==> src/rtl/timebase_pkg.sv <==
// Shared types and width helpers for the digital-clock timebase controller.
package timebase_pkg;

   // Run/pause/step sequencing states
   typedef enum logic [1:0] {
      IDLE  = 2'd0,
      RUN   = 2'd1,
      PAUSE = 2'd2
   } tbState_e;

   // Bits needed to hold a counter that ranges 0..n-1 (never narrower than 1 bit)
   function automatic int cntWidth(input int n);
      return (n <= 2) ? 1 : $clog2(n);
   endfunction

endpackage

==> src/rtl/timebase_ctrl_if.sv <==
// Front-panel keys, commands and timebase enables exchanged with the time and display logic.
interface timebase_ctrl_if
   import timebase_pkg::*;
#(
   parameter int DIGITS = 8
);

   localparam int SEL_W = cntWidth(DIGITS);

   logic             key_run;
   logic             key_step;
   logic             clr_time;
   logic             scan_en;
   logic             sec_en;
   logic [SEL_W-1:0] scan_sel;
   logic             running;
   logic             blink;

   // Board / surrounding logic side: drives keys and commands, observes enables
   modport master (
      output key_run, key_step, clr_time,
      input  scan_en, sec_en, scan_sel, running, blink
   );

   // Controller side
   modport slave (
      input  key_run, key_step, clr_time,
      output scan_en, sec_en, scan_sel, running, blink
   );

endinterface

==> src/rtl/key_debounce.sv <==
// One front-panel key: two-flop synchroniser, sample-count debounce on a shared
// strobe, and a single-cycle pulse on each accepted press.
module key_debounce
   import timebase_pkg::*;
#(
   parameter int DEB_TICKS = 20
) (
   input  logic CP,
   input  logic CLR_n,
   input  logic key_i,
   input  logic sample_i,
   output logic press_o
);

   localparam int CNT_W = cntWidth(DEB_TICKS);
   localparam logic [CNT_W-1:0] CNT_LAST = CNT_W'(DEB_TICKS - 1);

   logic             sync1_q, sync2_q;
   logic             lvl_q, lvl_d;
   logic [CNT_W-1:0] cnt_q, cnt_d;
   logic             press_q;

   // Bring the asynchronous key into the CP domain
   always_ff @(posedge CP) begin
      if (CLR_n) begin
         sync1_q <= 1'b0;
         sync2_q <= 1'b0;
      end else begin
         sync1_q <= key_i;
         sync2_q <= sync1_q;
      end
   end

   // Accept a new level only after DEB_TICKS consecutive samples disagree with the current one
   always_comb begin
      lvl_d = lvl_q;
      cnt_d = cnt_q;
      if (sample_i) begin
         if (sync2_q == lvl_q) begin
            cnt_d = '0;
         end else if (cnt_q == CNT_LAST) begin
            lvl_d = sync2_q;
            cnt_d = '0;
         end else begin
            cnt_d = cnt_q + 1'b1;
         end
      end
   end

   // Debounced level, run length, and a one-cycle pulse when the level rises
   always_ff @(posedge CP) begin
      if (CLR_n) begin
         lvl_q   <= 1'b0;
         cnt_q   <= '0;
         press_q <= 1'b0;
      end else begin
         lvl_q   <= lvl_d;
         cnt_q   <= cnt_d;
         press_q <= lvl_d & ~lvl_q;
      end
   end

   assign press_o = press_q;

endmodule

==> src/rtl/timebase_ctrl.sv <==
// Run/pause/step timebase for the digital clock: scan-rate prescaler, digit
// select, blink flag, sub-second counter and the seconds enable, all as
// single-cycle enables on CP.
module timebase_ctrl
   import timebase_pkg::*;
#(
   parameter int CLK_HZ    = 100000,
   parameter int SCAN_HZ   = 1000,
   parameter int DIGITS    = 8,
   parameter int DEB_TICKS = 20
) (
   input  logic            CP,
   input  logic            CLR_n,
   timebase_ctrl_if.slave  bus
);

   // SCAN_DIV must divide CLK_HZ exactly and be at least 2
   localparam int SCAN_DIV = CLK_HZ / SCAN_HZ;
   localparam int BL_HALF  = SCAN_HZ / 2;

   localparam int PRE_W = cntWidth(SCAN_DIV);
   localparam int MS_W  = cntWidth(SCAN_HZ);
   localparam int BL_W  = cntWidth(BL_HALF);
   localparam int SEL_W = cntWidth(DIGITS);

   localparam logic [PRE_W-1:0] PRE_LAST = PRE_W'(SCAN_DIV - 1);
   localparam logic [MS_W-1:0]  MS_LAST  = MS_W'(SCAN_HZ - 1);
   localparam logic [BL_W-1:0]  BL_LAST  = BL_W'(BL_HALF - 1);
   localparam logic [SEL_W-1:0] SEL_LAST = SEL_W'(DIGITS - 1);

   logic [PRE_W-1:0] pre_q;
   logic             scan_q;
   logic [SEL_W-1:0] sel_q;
   logic [BL_W-1:0]  blink_cnt_q;
   logic             blink_q;

   tbState_e         state_q, state_d;
   logic [MS_W-1:0]  ms_q, ms_d;
   logic             sec_q, sec_d;
   logic             running_q;

   logic             runPress;
   logic             stepPress;

   // Free-running prescaler; scan_en is the registered terminal count
   always_ff @(posedge CP) begin
      if (CLR_n) begin
         pre_q  <= '0;
         scan_q <= 1'b0;
      end else begin
         scan_q <= (pre_q == PRE_LAST);
         pre_q  <= (pre_q == PRE_LAST) ? '0 : pre_q + 1'b1;
      end
   end

   // Digit select and blink divider advance on every scan strobe regardless of state
   always_ff @(posedge CP) begin
      if (CLR_n) begin
         sel_q       <= '0;
         blink_cnt_q <= '0;
         blink_q     <= 1'b0;
      end else if (scan_q) begin
         sel_q <= (sel_q == SEL_LAST) ? '0 : sel_q + 1'b1;
         if (blink_cnt_q == BL_LAST) begin
            blink_cnt_q <= '0;
            blink_q     <= ~blink_q;
         end else begin
            blink_cnt_q <= blink_cnt_q + 1'b1;
         end
      end
   end

   key_debounce #(.DEB_TICKS(DEB_TICKS)) uRunKey (
      .CP       (CP),
      .CLR_n    (CLR_n),
      .key_i    (bus.key_run),
      .sample_i (scan_q),
      .press_o  (runPress)
   );

   key_debounce #(.DEB_TICKS(DEB_TICKS)) uStepKey (
      .CP       (CP),
      .CLR_n    (CLR_n),
      .key_i    (bus.key_step),
      .sample_i (scan_q),
      .press_o  (stepPress)
   );

   // Sequencing: clr_time beats run, run beats step; natural ticks only in RUN, steps only outside it
   always_comb begin
      state_d = state_q;
      ms_d    = ms_q;
      sec_d   = 1'b0;
      if (bus.clr_time) begin
         state_d = IDLE;
         ms_d    = '0;
      end else begin
         case (state_q)
            IDLE: begin
               if (runPress) begin
                  state_d = RUN;
                  ms_d    = '0;
               end else if (stepPress) begin
                  sec_d = 1'b1;
               end
            end
            RUN: begin
               if (runPress) begin
                  state_d = PAUSE;
               end else if (scan_q) begin
                  if (ms_q == MS_LAST) begin
                     ms_d  = '0;
                     sec_d = 1'b1;
                  end else begin
                     ms_d = ms_q + 1'b1;
                  end
               end
            end
            PAUSE: begin
               if (runPress) begin
                  state_d = RUN;
               end else if (stepPress) begin
                  sec_d = 1'b1;
                  ms_d  = '0;
               end
            end
            default: begin
               state_d = IDLE;
               ms_d    = '0;
            end
         endcase
      end
   end

   // State, sub-second count and the registered sec_en / running outputs
   always_ff @(posedge CP) begin
      if (CLR_n) begin
         state_q   <= IDLE;
         ms_q      <= '0;
         sec_q     <= 1'b0;
         running_q <= 1'b0;
      end else begin
         state_q   <= state_d;
         ms_q      <= ms_d;
         sec_q     <= sec_d;
         running_q <= (state_d == RUN);
      end
   end

   assign bus.scan_en  = scan_q;
   assign bus.sec_en   = sec_q;
   assign bus.scan_sel = sel_q;
   assign bus.running  = running_q;
   assign bus.blink    = blink_q;

endmodule
==> src/flat_wrapper.sv <==
// flat-port wrapper written by rule: the top's interface ports become plain ports
module timebase_ctrl_flat import timebase_pkg::*;
#(
   parameter int CLK_HZ    = 100000,
   parameter int SCAN_HZ   = 1000,
   parameter int DIGITS    = 8,
   parameter int DEB_TICKS = 20
)
  (CP, CLR_n, bus_key_run, bus_key_step, bus_clr_time, bus_scan_en, bus_sec_en, bus_scan_sel, bus_running, bus_blink);
  timebase_ctrl_if #(.DIGITS(DIGITS)) bus_i ();
  input  logic CP;
  input  logic CLR_n;
  input wire logic [$bits(bus_i.key_run)-1:0] bus_key_run;
  input wire logic [$bits(bus_i.key_step)-1:0] bus_key_step;
  input wire logic [$bits(bus_i.clr_time)-1:0] bus_clr_time;
  output wire logic [$bits(bus_i.scan_en)-1:0] bus_scan_en;
  output wire logic [$bits(bus_i.sec_en)-1:0] bus_sec_en;
  output wire logic [$bits(bus_i.scan_sel)-1:0] bus_scan_sel;
  output wire logic [$bits(bus_i.running)-1:0] bus_running;
  output wire logic [$bits(bus_i.blink)-1:0] bus_blink;
  assign bus_i.key_run = bus_key_run;
  assign bus_i.key_step = bus_key_step;
  assign bus_i.clr_time = bus_clr_time;
  assign bus_scan_en = bus_i.scan_en;
  assign bus_sec_en = bus_i.sec_en;
  assign bus_scan_sel = bus_i.scan_sel;
  assign bus_running = bus_i.running;
  assign bus_blink = bus_i.blink;
  timebase_ctrl #(.CLK_HZ(CLK_HZ), .SCAN_HZ(SCAN_HZ), .DIGITS(DIGITS), .DEB_TICKS(DEB_TICKS)) u_core (.CP(CP), .CLR_n(CLR_n), .bus(bus_i));
endmodule
==> config.mk <==
export PLATFORM = sky130hd
export DESIGN_NAME = timebase_ctrl_flat
export DESIGN_NICKNAME = d
export VERILOG_FILES = /design/src/rtl/timebase_pkg.sv /design/src/rtl/timebase_ctrl_if.sv /design/src/rtl/key_debounce.sv /design/src/rtl/timebase_ctrl.sv /design/src/flat_wrapper.sv
export SDC_FILE = /design/constraint.sdc
export NUM_CORES = 1
export LEC_CHECK = 0
export CORE_ASPECT_RATIO = 1.1
export CORE_MARGIN = 10
export CORE_UTILIZATION = 50
export CTS_CLUSTER_DIAMETER = 150
export DETAILED_ROUTE_END_ITERATION = 12
export PLACE_DENSITY = 0.67
export SETUP_SLACK_MARGIN = 0.5
export SYNTH_ARGS = -nofsm -noshare
export SYNTH_HDL_FRONTEND = slang
export SYNTH_SLANG_ARGS = --single-unit
==> constraint.sdc <==
create_clock -name CP -period 4.16 [get_ports CP]
set_input_delay 0.832 -clock CP [delete_from_list [all_inputs] [get_ports CP]]
set_output_delay 0.832 -clock CP [all_outputs]
set_load 0.02 [all_outputs]
After elaboration in Yosys (flattened, before gate mapping)
Cells that the tools add are included.
- register bits: 53
- $add $sub $neg: 6
- bitwise operators: 5
- equal/unequal tests: 16
- muxes and demuxes: 29
- reduce and logical (&&, ||, !) cells: 6
- operators with widths (operator ; count):
    $mux 10 ; 6
    $pmux 10 s3 ; 1
    $mux 5 ; 4
    $mux 1 ; 11
    $add 10x1->10 const B ; 1
    $add 5x1->5 const B ; 2
    $eq 10x10->1 const B ; 1
    $eq 5x5->1 const B ; 2
    $add 9x1->9 const B ; 1
    $eq 9x9->1 const B ; 1
    $mux 9 ; 1
    $ne 2x2->1 const B ; 4
    $add 7x1->7 const B ; 1
    $eq 7x7->1 const B ; 1
    $mux 2 ; 3
    $reduce_or 2->1 ; 3
    $reduce_and 5->1 ; 1
    $eq 2x1->1 const B ; 2
    $pmux 2 s2 ; 1
    $add 3x1->3 const B ; 1
    $eq 3x3->1 const B ; 1
    $mux 3 ; 1
    $not 1->1 ; 3
    $and 1x1->1 ; 2
    other kinds (6) ; 7

Longest topological paths before layout
Gate-level depths: netlist (run 1).
- word-level depth: 5
- mapped depth: 6

By module
Synthesis (run 1) repeated with hierarchy kept, for this count alone.
- cells, all modules: 264
- area, all modules: 2404.8 µm²
- modules (own cells, without submodules) (module ; sequential area each (µm²) ; cells each ; area each (µm²) ; instances):
    timebase_ctrl ; 700.7 ; 176 ; 1596.5 ; 1
    key_debounce ; 180.2 ; 44 ; 404.1 ; 2

Worst setup path after synthesis (run 1)
Ideal clock, no wire load.
- kind: register to register
- from: register u_core.scan_q, in the netlist u_core.bus.scan_en
- to: register u_core.ms_q[5]
- path slack: 2.521 ns
- data required time: 4.088 ns
- stages on the path, launching flop included: 6
- arrival time: 1.567 ns
- path through: dfxtp_1 -> a22oi_1 -> o221a_1 -> buf_6 -> or4_1 -> a21oi_1
- cells in the longest elaborated chain, start to end: 2
- RTL lines (element ; RTL line ; text):
    start: declaration ; timebase_ctrl.sv:32 ; logic scan_q;
    start signal: assignment ; timebase_ctrl.sv:51 ; scan_q <= (pre_q == PRE_LAST);
    $ne 2x1->1 (no source line) ; - ;
    $reduce_and 5->1 (no source line) ; - ;
    end signal: assignment ; timebase_ctrl.sv:144 ; ms_q <= ms_d;
    end: declaration ; timebase_ctrl.sv:38 ; logic [MS_W-1:0] ms_q, ms_d;
Every way passes these cells.
A chain may end at the register's enable or synchronous reset.

Final worst setup path (run 1)
- from: register u_core.scan_q, in the netlist u_core.bus.scan_en
- to: output port bus_scan_en
- RTL lines (element ; RTL line ; text):
    end: declaration ; flat_wrapper.sv:16 ; output wire logic [$bits(bus_i.scan_en)-1:0] bus_scan_en;
No word-level cell between the ends.

==> impl_metrics.py, run 1 <==
metrics = {
    "logic_synthesis": {
        "syn_area_um2": 2260,
        "ys_async_sr_fraction": 0,
        "postSynthCellCount": 244,
        "ys_types": 43,
        "ys_ff_latch": 53,
        "ys_warn_count": 0,
        "synth_edf_count": 0,
        "syn_nets": 256,
        "ys_seq_area_frac": 0.470,
        "synth_area_per_cell_um2": 9.26,
        "synth-main-ff-cell": "dfxtp_1",
    },
    "global_routing": {
        "grt_pass1_wl_mm": 6.50,
        "antenna_found_initial": 0,
        "gr-total-overflow": 0,
        "grt_pass1_vias": 1523,
        "grt_start_max_net_pins": 23,
        "grtUsageTotal": 0.0990,
    },
    "sta": {
        "finalHoldViolations": 0,
        "slew_headroom": 0.548,
        "tns_ns": 0,
        "finalSetupViolCount": 0,
        "maxSlewViolCount": 0,
        "rsz0062_at_grt": "no",
        "period_share": 0.572,
        "tightest_slew_ns": 0.673,
        "worst_clock_skew_ns": 0.00535,
        "max_freq_ghz": 0.420,
        "finalCriticalPeriod_ns": 2.38,
    },
    "setup_path": {
        "path_class": "register to primary output",
        "arrival_ns": 1.55,
        "ff2ff_setup_slack_ns": 2.11,
        "reg2reg_from": "u_core.bus.scan_en",
        "required_ns": 3.33,
        "crit_fanout": 22,
        "r2r-end": "u_core.ms_q[0]",
        "cp-startpoint": "u_core.bus.scan_en",
        "startpoint_type": "register",
        "endpoint_kind": "primary output",
        "worst_r2r_path_depth": 5,
        "critPathCapture": "bus_scan_en",
    },
    "place": {
        "dp_cells": 301,
        "portBuffers": 11,
        "finalWeightedCongestion": 0.754,
        "dp_hpwl_mm": 2.50,
    },
    "routing": {
        "drt_iter0_drc": 68,
        "drcViolationCount": 0,
        "vias_per_cell": 5.35,
        "drt-total-wl_mm": 3.66,
        "antenna_left": 0,
        "wl_per_cell_um": 11.9,
        "firstDrtPassIters": 4,
        "dr_total_vias": 1641,
    },
    "floorplanning": {
        "placeableCoreArea_um2": 4350,
        "num_rows": 25,
        "die_width_um": 84.1,
        "die-area_um2": 7610,
        "start_util": 0.520,
        "die-height_um": 90.5,
        "ios": 12,
    },
    "clock_network": {
        "cts_tree": "yes",
        "cts_max_path_buffers": 2,
        "cts.clk_slew.worst_paths_ns": 0.09,
        "worstSkewPairLatency_ns": 0.30,
        "cts_root_buffer": "clkbuf_8",
        "cts_resized": 0,
        "postCtsSetupBuffers": 0,
        "numClockSinks": 53,
        "htreeDepth": 2,
        "cts-buffers-inserted": 5,
        "hold_buffers": 0,
    },
    "cells_and_area": {
        "diodes": 0,
        "area_growth_pct": 9.63,
        "instances_no_fill": 307,
        "layout-drive-gt1-share": 0.0435,
        "nets": 266,
    },
    "job": {
        "cap_violations": 0,
    },
    "hold_path": {
        "hold_depth": 1,
        "hold_class": "register to register",
    },
    "power_and_ir_drop": {
        "power.leakage_nw": 0.851,
        "peakVddDrop_mv": 0.190,
        "power.density_nw_per_um2": 321,
    },
    "status": {
        "run_status": "completed",
    },
}
## flip-flops by register name, indices dropped and copies added, names as in the netlist, 2 cells and up
register / count
u_core.uRunKey.cnt_q: 5
u_core.uStepKey.cnt_q: 5
u_core.pre_q: 7
u_core.ms_q: 10
u_core.bus.scan_sel: 3
u_core.blink_cnt_q: 9
u_core.state_q: 2
## layout by cell type (no fill, tap or decap), types with 3 or more instances in the layout
master / synthesis / routed
mux2i_1: 8 / 8
or4_1: 4 / 4
clkbuf_8: 0 / 5
nor2b_1: 6 / 6
nand2_1: 15 / 15
xnor2_1: 10 / 10
nand4_1: 8 / 8
o31ai_1: 6 / 6
nor2_1: 35 / 35
clkdlybuf4s50_1: 0 / 11
nor3_1: 6 / 6
nand3_1: 10 / 10
ha_1: 7 / 7
or3_1: 3 / 3
o21ai_0: 4 / 4
xor2_1: 10 / 10
nand2b_1: 6 / 6
a21oi_1: 12 / 12
dfxtp_1: 53 / 53
## worst max-delay path, cell delays in order, from the launching register on
cell,delay [ns]
dfxtp_1,0.31
buf_4,0.27
clkdlybuf4s50_1,0.66
## stage by stage
| stage | total power, W | utilization | cell area, µm² | setup WS (ns) | hold WS [ns] |
|---|---|---|---|---|---|
| after CTS | 0.000811 | 0.570 | 2480 | 1.75 | 0.444 |
| final | 0.000796 | 0.570 | 2480 | 1.78 | 0.439 |
| after floorplan | 0.000538 | - | 2260 | 2.52 | 0.413 |
| after global placement | 0.000546 | 0.553 | 2400 | 1.69 | 0.422 |
| after global routing | 0.000833 | 0.570 | 2480 | 1.69 | 0.465 |
| after detailed placement | 0.000546 | 0.553 | 2400 | 1.68 | 0.428 |
## how the worst min path moves through the flow
stage | startpoint | endpoint | slack (ns)
2_1_floorplan | u_core.pre_q[0] | u_core.pre_q[0] | 0.41
4_1_cts | u_core.uStepKey.sync1_q | u_core.uStepKey.sync2_q | 0.44
6_report | u_core.uStepKey.sync1_q | u_core.uStepKey.sync2_q | 0.44
3_5_place_dp | u_core.uStepKey.sync1_q | u_core.uStepKey.sync2_q | 0.43
3_3_place_gp | u_core.uRunKey.sync1_q | u_core.uRunKey.sync2_q | 0.42
5_1_grt | u_core.uRunKey.sync1_q | u_core.uRunKey.sync2_q | 0.46
## layout make-up
class                   instances  area, µm²
clock buffers                   5       68.8
clock inverters                 1       5.00
fillers                       390       1870
inverters                       2       7.51
multi-input cells             179       1140
flip-flops and latches         53       1060
well taps                      54       67.6
repair buffers                 13        125
## per-layer routing
metal / GRT usage / vias to the layer above / part of all wire
met5: 0 / - / 0
met4: 0.0419 / 0 / 0.0098
met3: 0.0361 / 4 / 0.041
met2: 0.155 / 18 / 0.45
met1: 0.118 / 744 / 0.50
li1: - / 875 / -
## power by group
group | leakage, nW | switching (W) | total [W] | internal (W)
logic | 0.383 | 0.0000119 | 0.0000207 | 0.00000882
clock network | 0.0399 | 0.000151 | 0.000262 | 0.000111
registers | 0.428 | 0.00000246 | 0.000513 | 0.000511
## cells in the mapped netlist, drive strengths merged, types with 3 or more instances
cell	instances	area share
a21oi	12	0.027
buf	5	0.013
clkbuf	5	0.0083
dfxtp	53	0.47
ha	7	0.039
mux2i	8	0.035
nand2	15	0.025
nand2b	6	0.017
nand3	10	0.022
nand4	8	0.022
nor2	35	0.058
nor2b	6	0.017
nor3	6	0.013
o21ai	6	0.013
o31ai	6	0.020
or3	3	0.0083
or4	4	0.013
xnor2	10	0.039
xor2	10	0.039
## logic make-up after synthesis
| family | synth area share |
|---|---|
| flip-flops | 0.470 |
| buffers and inverters | 0.0249 |
| adder cells (fa/ha/maj) | 0.0388 |
| multiplexers | 0.0454 |
| AO/OA/AOI/OAI | 0.0936 |
| XOR/XNOR | 0.0775 |
| AND/OR/NAND/NOR | 0.250 |
Note: power is estimated with default switching activity, not from simulation.
==> run 2, diff against run 1 <==
PLACE_DENSITY = 0.7   (was 0.67)
clock period = 2 ns   (was 4.16 ns; I/O delays follow)
==> run 2 against run 1 <==
  * Clock power increased by 120%
  * Sequential power increased by 110%
  * Via count increased by 10%
  * Largest power group unchanged
  * Routed wire length increased by 19%
  * Non-clock buffer count increased by 17
==> impl_metrics.py, run 2 (synthesis results as in run 1) <==
metrics = {
    "global_routing": {
        "grtUsageTotal": 0.104,
        "grtUsageMet2": 0.167,
        "grt_pass1_vias": 1597,
        "grt_pass1_wl_mm": 6.89,
        "grtUsageMet1": 0.126,
        "antenna_found_initial": 0,
        "grt_busiest_layer": "met2",
        "grt_use_met3": 0.0370,
        "gr-total-overflow": 0,
        "grt_start_max_net_pins": 15,
    },
    "cells_and_area": {
        "layout-drive-gt1-share": 0.231,
        "final_common_cell": "dfxtp_1",
        "diodes": 0,
        "largest_registers": "u_core.ms_q x10, u_core.blink_cnt_q x9, u_core.pre_q x7",
        "regMostFlops": "u_core.ms_q",
        "nets": 284,
        "mostFrequentLayoutCells": "dfxtp_1, nor2_1, buf_4",
        "area_growth_pct": 21.6,
        "largest_reg_flops": 10,
        "fillers": 365,
    },
    "clock_network": {
        "cts.clk_slew.worst_paths_ns": 0.09,
        "htreeDepth": 2,
        "cts_root_buffer": "clkbuf_8",
        "numClockSinks": 53,
        "worstSkewPairLatency_ns": 0.30,
        "cts_tree": "yes",
        "cts_max_path_buffers": 2,
        "cts-buffers-inserted": 5,
    },
    "setup_path": {
        "arrival_ns": 1.74,
        "reg2reg_from": "u_core.uRunKey.press_o",
        "crit_fanout": 6,
        "path_class": "register to register",
        "startpoint_type": "register",
        "endpoint_kind": "register",
        "cp-startpoint": "u_core.uRunKey.press_o",
        "critPathCapture": "u_core.ms_q[8]",
        "worst_r2r_path_depth": 4,
        "required_ns": 2.23,
        "ff2ff_setup_slack_ns": 0.48,
        "r2r-end": "u_core.ms_q[8]",
    },
    "routing": {
        "drcViolationCount": 0,
        "firstDrtPassIters": 4,
        "vias_per_cell": 5.54,
        "drt_iter0_drc": 75,
        "drt-total-wl_mm": 4.35,
        "wl_per_cell_um": 13.3,
        "antenna_left": 0,
        "dr_total_vias": 1812,
    },
    "status": {
        "run_status": "completed",
    },
    "power_and_ir_drop": {
        "power.total_w": 0.00168,
        "power.density_nw_per_um2": 611,
        "peakVddDrop_mv": 0.433,
        "power.leakage_nw": 0.985,
    },
    "floorplanning": {
        "ios": 12,
        "placeableCoreArea_um2": 4350,
        "start_util": 0.520,
        "die_width_um": 84.1,
        "num_rows": 25,
        "die-height_um": 90.5,
        "die-area_um2": 7610,
    },
    "sta": {
        "slew_headroom": 0.772,
        "worst_clock_skew_ns": 0.00432,
        "max_freq_ghz": 0.659,
        "finalSetupViolCount": 0,
        "finalHoldViolations": 0,
        "maxSlewViolCount": 0,
        "tns_ns": 0,
        "finalCriticalPeriod_ns": 1.52,
        "period_share": 0.758,
        "tightest_slew_ns": 0.341,
        "rsz0062_at_grt": "yes",
    },
    "hold_path": {
        "hold_class": "register to register",
    },
    "place": {
        "finalWeightedCongestion": 0.773,
        "dp_hpwl_mm": 2.65,
        "portBuffers": 11,
    },
    "job": {
        "cap_violations": 0,
    },
}
[run 2: worst max-delay path, stage by stage, from the launching register on]
cell,delay [ns]
dfxtp_2,0.43
nand2b_4,0.08
o221a_4,0.27
or4_1,0.52
a21oi_1,0.15
[run 2: layer usage]
metal / share of wire / up-vias
met5: 0 / -
met3: 0.039 / 4
met2: 0.50 / 26
met1: 0.45 / 861
met4: 0.0081 / 0
li1: - / 921
[run 2: where the power goes]
| group | switching [W] | internal, W | leakage (nW) |
|---|---|---|---|
| registers | 0.00000507 | 0.00106 | 0.436 |
| clock network | 0.000315 | 0.000249 | 0.0395 |
| logic | 0.0000281 | 0.0000248 | 0.510 |
[run 2: worst min-delay path by stage]
stage / start / endpoint / slack [ns] / cells past startpoint
6_report: u_core.pre_q[0] / u_core.pre_q[0] / 0.45 / 1
5_1_grt: u_core.pre_q[0] / u_core.pre_q[0] / 0.46 / 1
4_1_cts: u_core.pre_q[0] / u_core.pre_q[0] / 0.45 / 1
3_5_place_dp: u_core.uRunKey.sync1_q / u_core.uRunKey.sync2_q / 0.43 / 1
3_3_place_gp: u_core.uRunKey.sync1_q / u_core.uRunKey.sync2_q / 0.42 / 1
2_1_floorplan: u_core.pre_q[0] / u_core.pre_q[0] / 0.41 / 1
[run 2: final cells by class]
cell class	instances	area, µm²	share of cell area
inverter	2	7.51	0.00273
sequential	53	1090	0.396
timing repair buffer	30	249	0.0906
tap	54	67.6	0.0246
clock buffer	8	80.1	0.0291
multi-input combinational	180	1260	0.457
[run 2: repair_timing]
item                                    4_1_cts  5_1_grt
gates cloned                                  1        0
gates resized for setup                      18       32
endpoints found under the setup margin       31       29
pin swaps                                     2       12
endpoints found under the hold margin         0        0
hold buffers                                  0        0
buffers inserted                              7        7
[run 2: per-stage QoR]
step | instances | worst slack [ns] | hold WS [ns] | cell area, µm² | utilization
final | 327 | 0.484 | 0.450 | 2750 | 0.632
after global routing | 327 | 0.446 | 0.464 | 2750 | 0.632
after CTS | 320 | 0.373 | 0.448 | 2600 | 0.598
after detailed placement | 304 | 0.267 | 0.431 | 2430 | 0.559
after global placement | 304 | 0.297 | 0.421 | 2430 | 0.559
after floorplan | 244 | 0.507 | 0.413 | 2260 | -
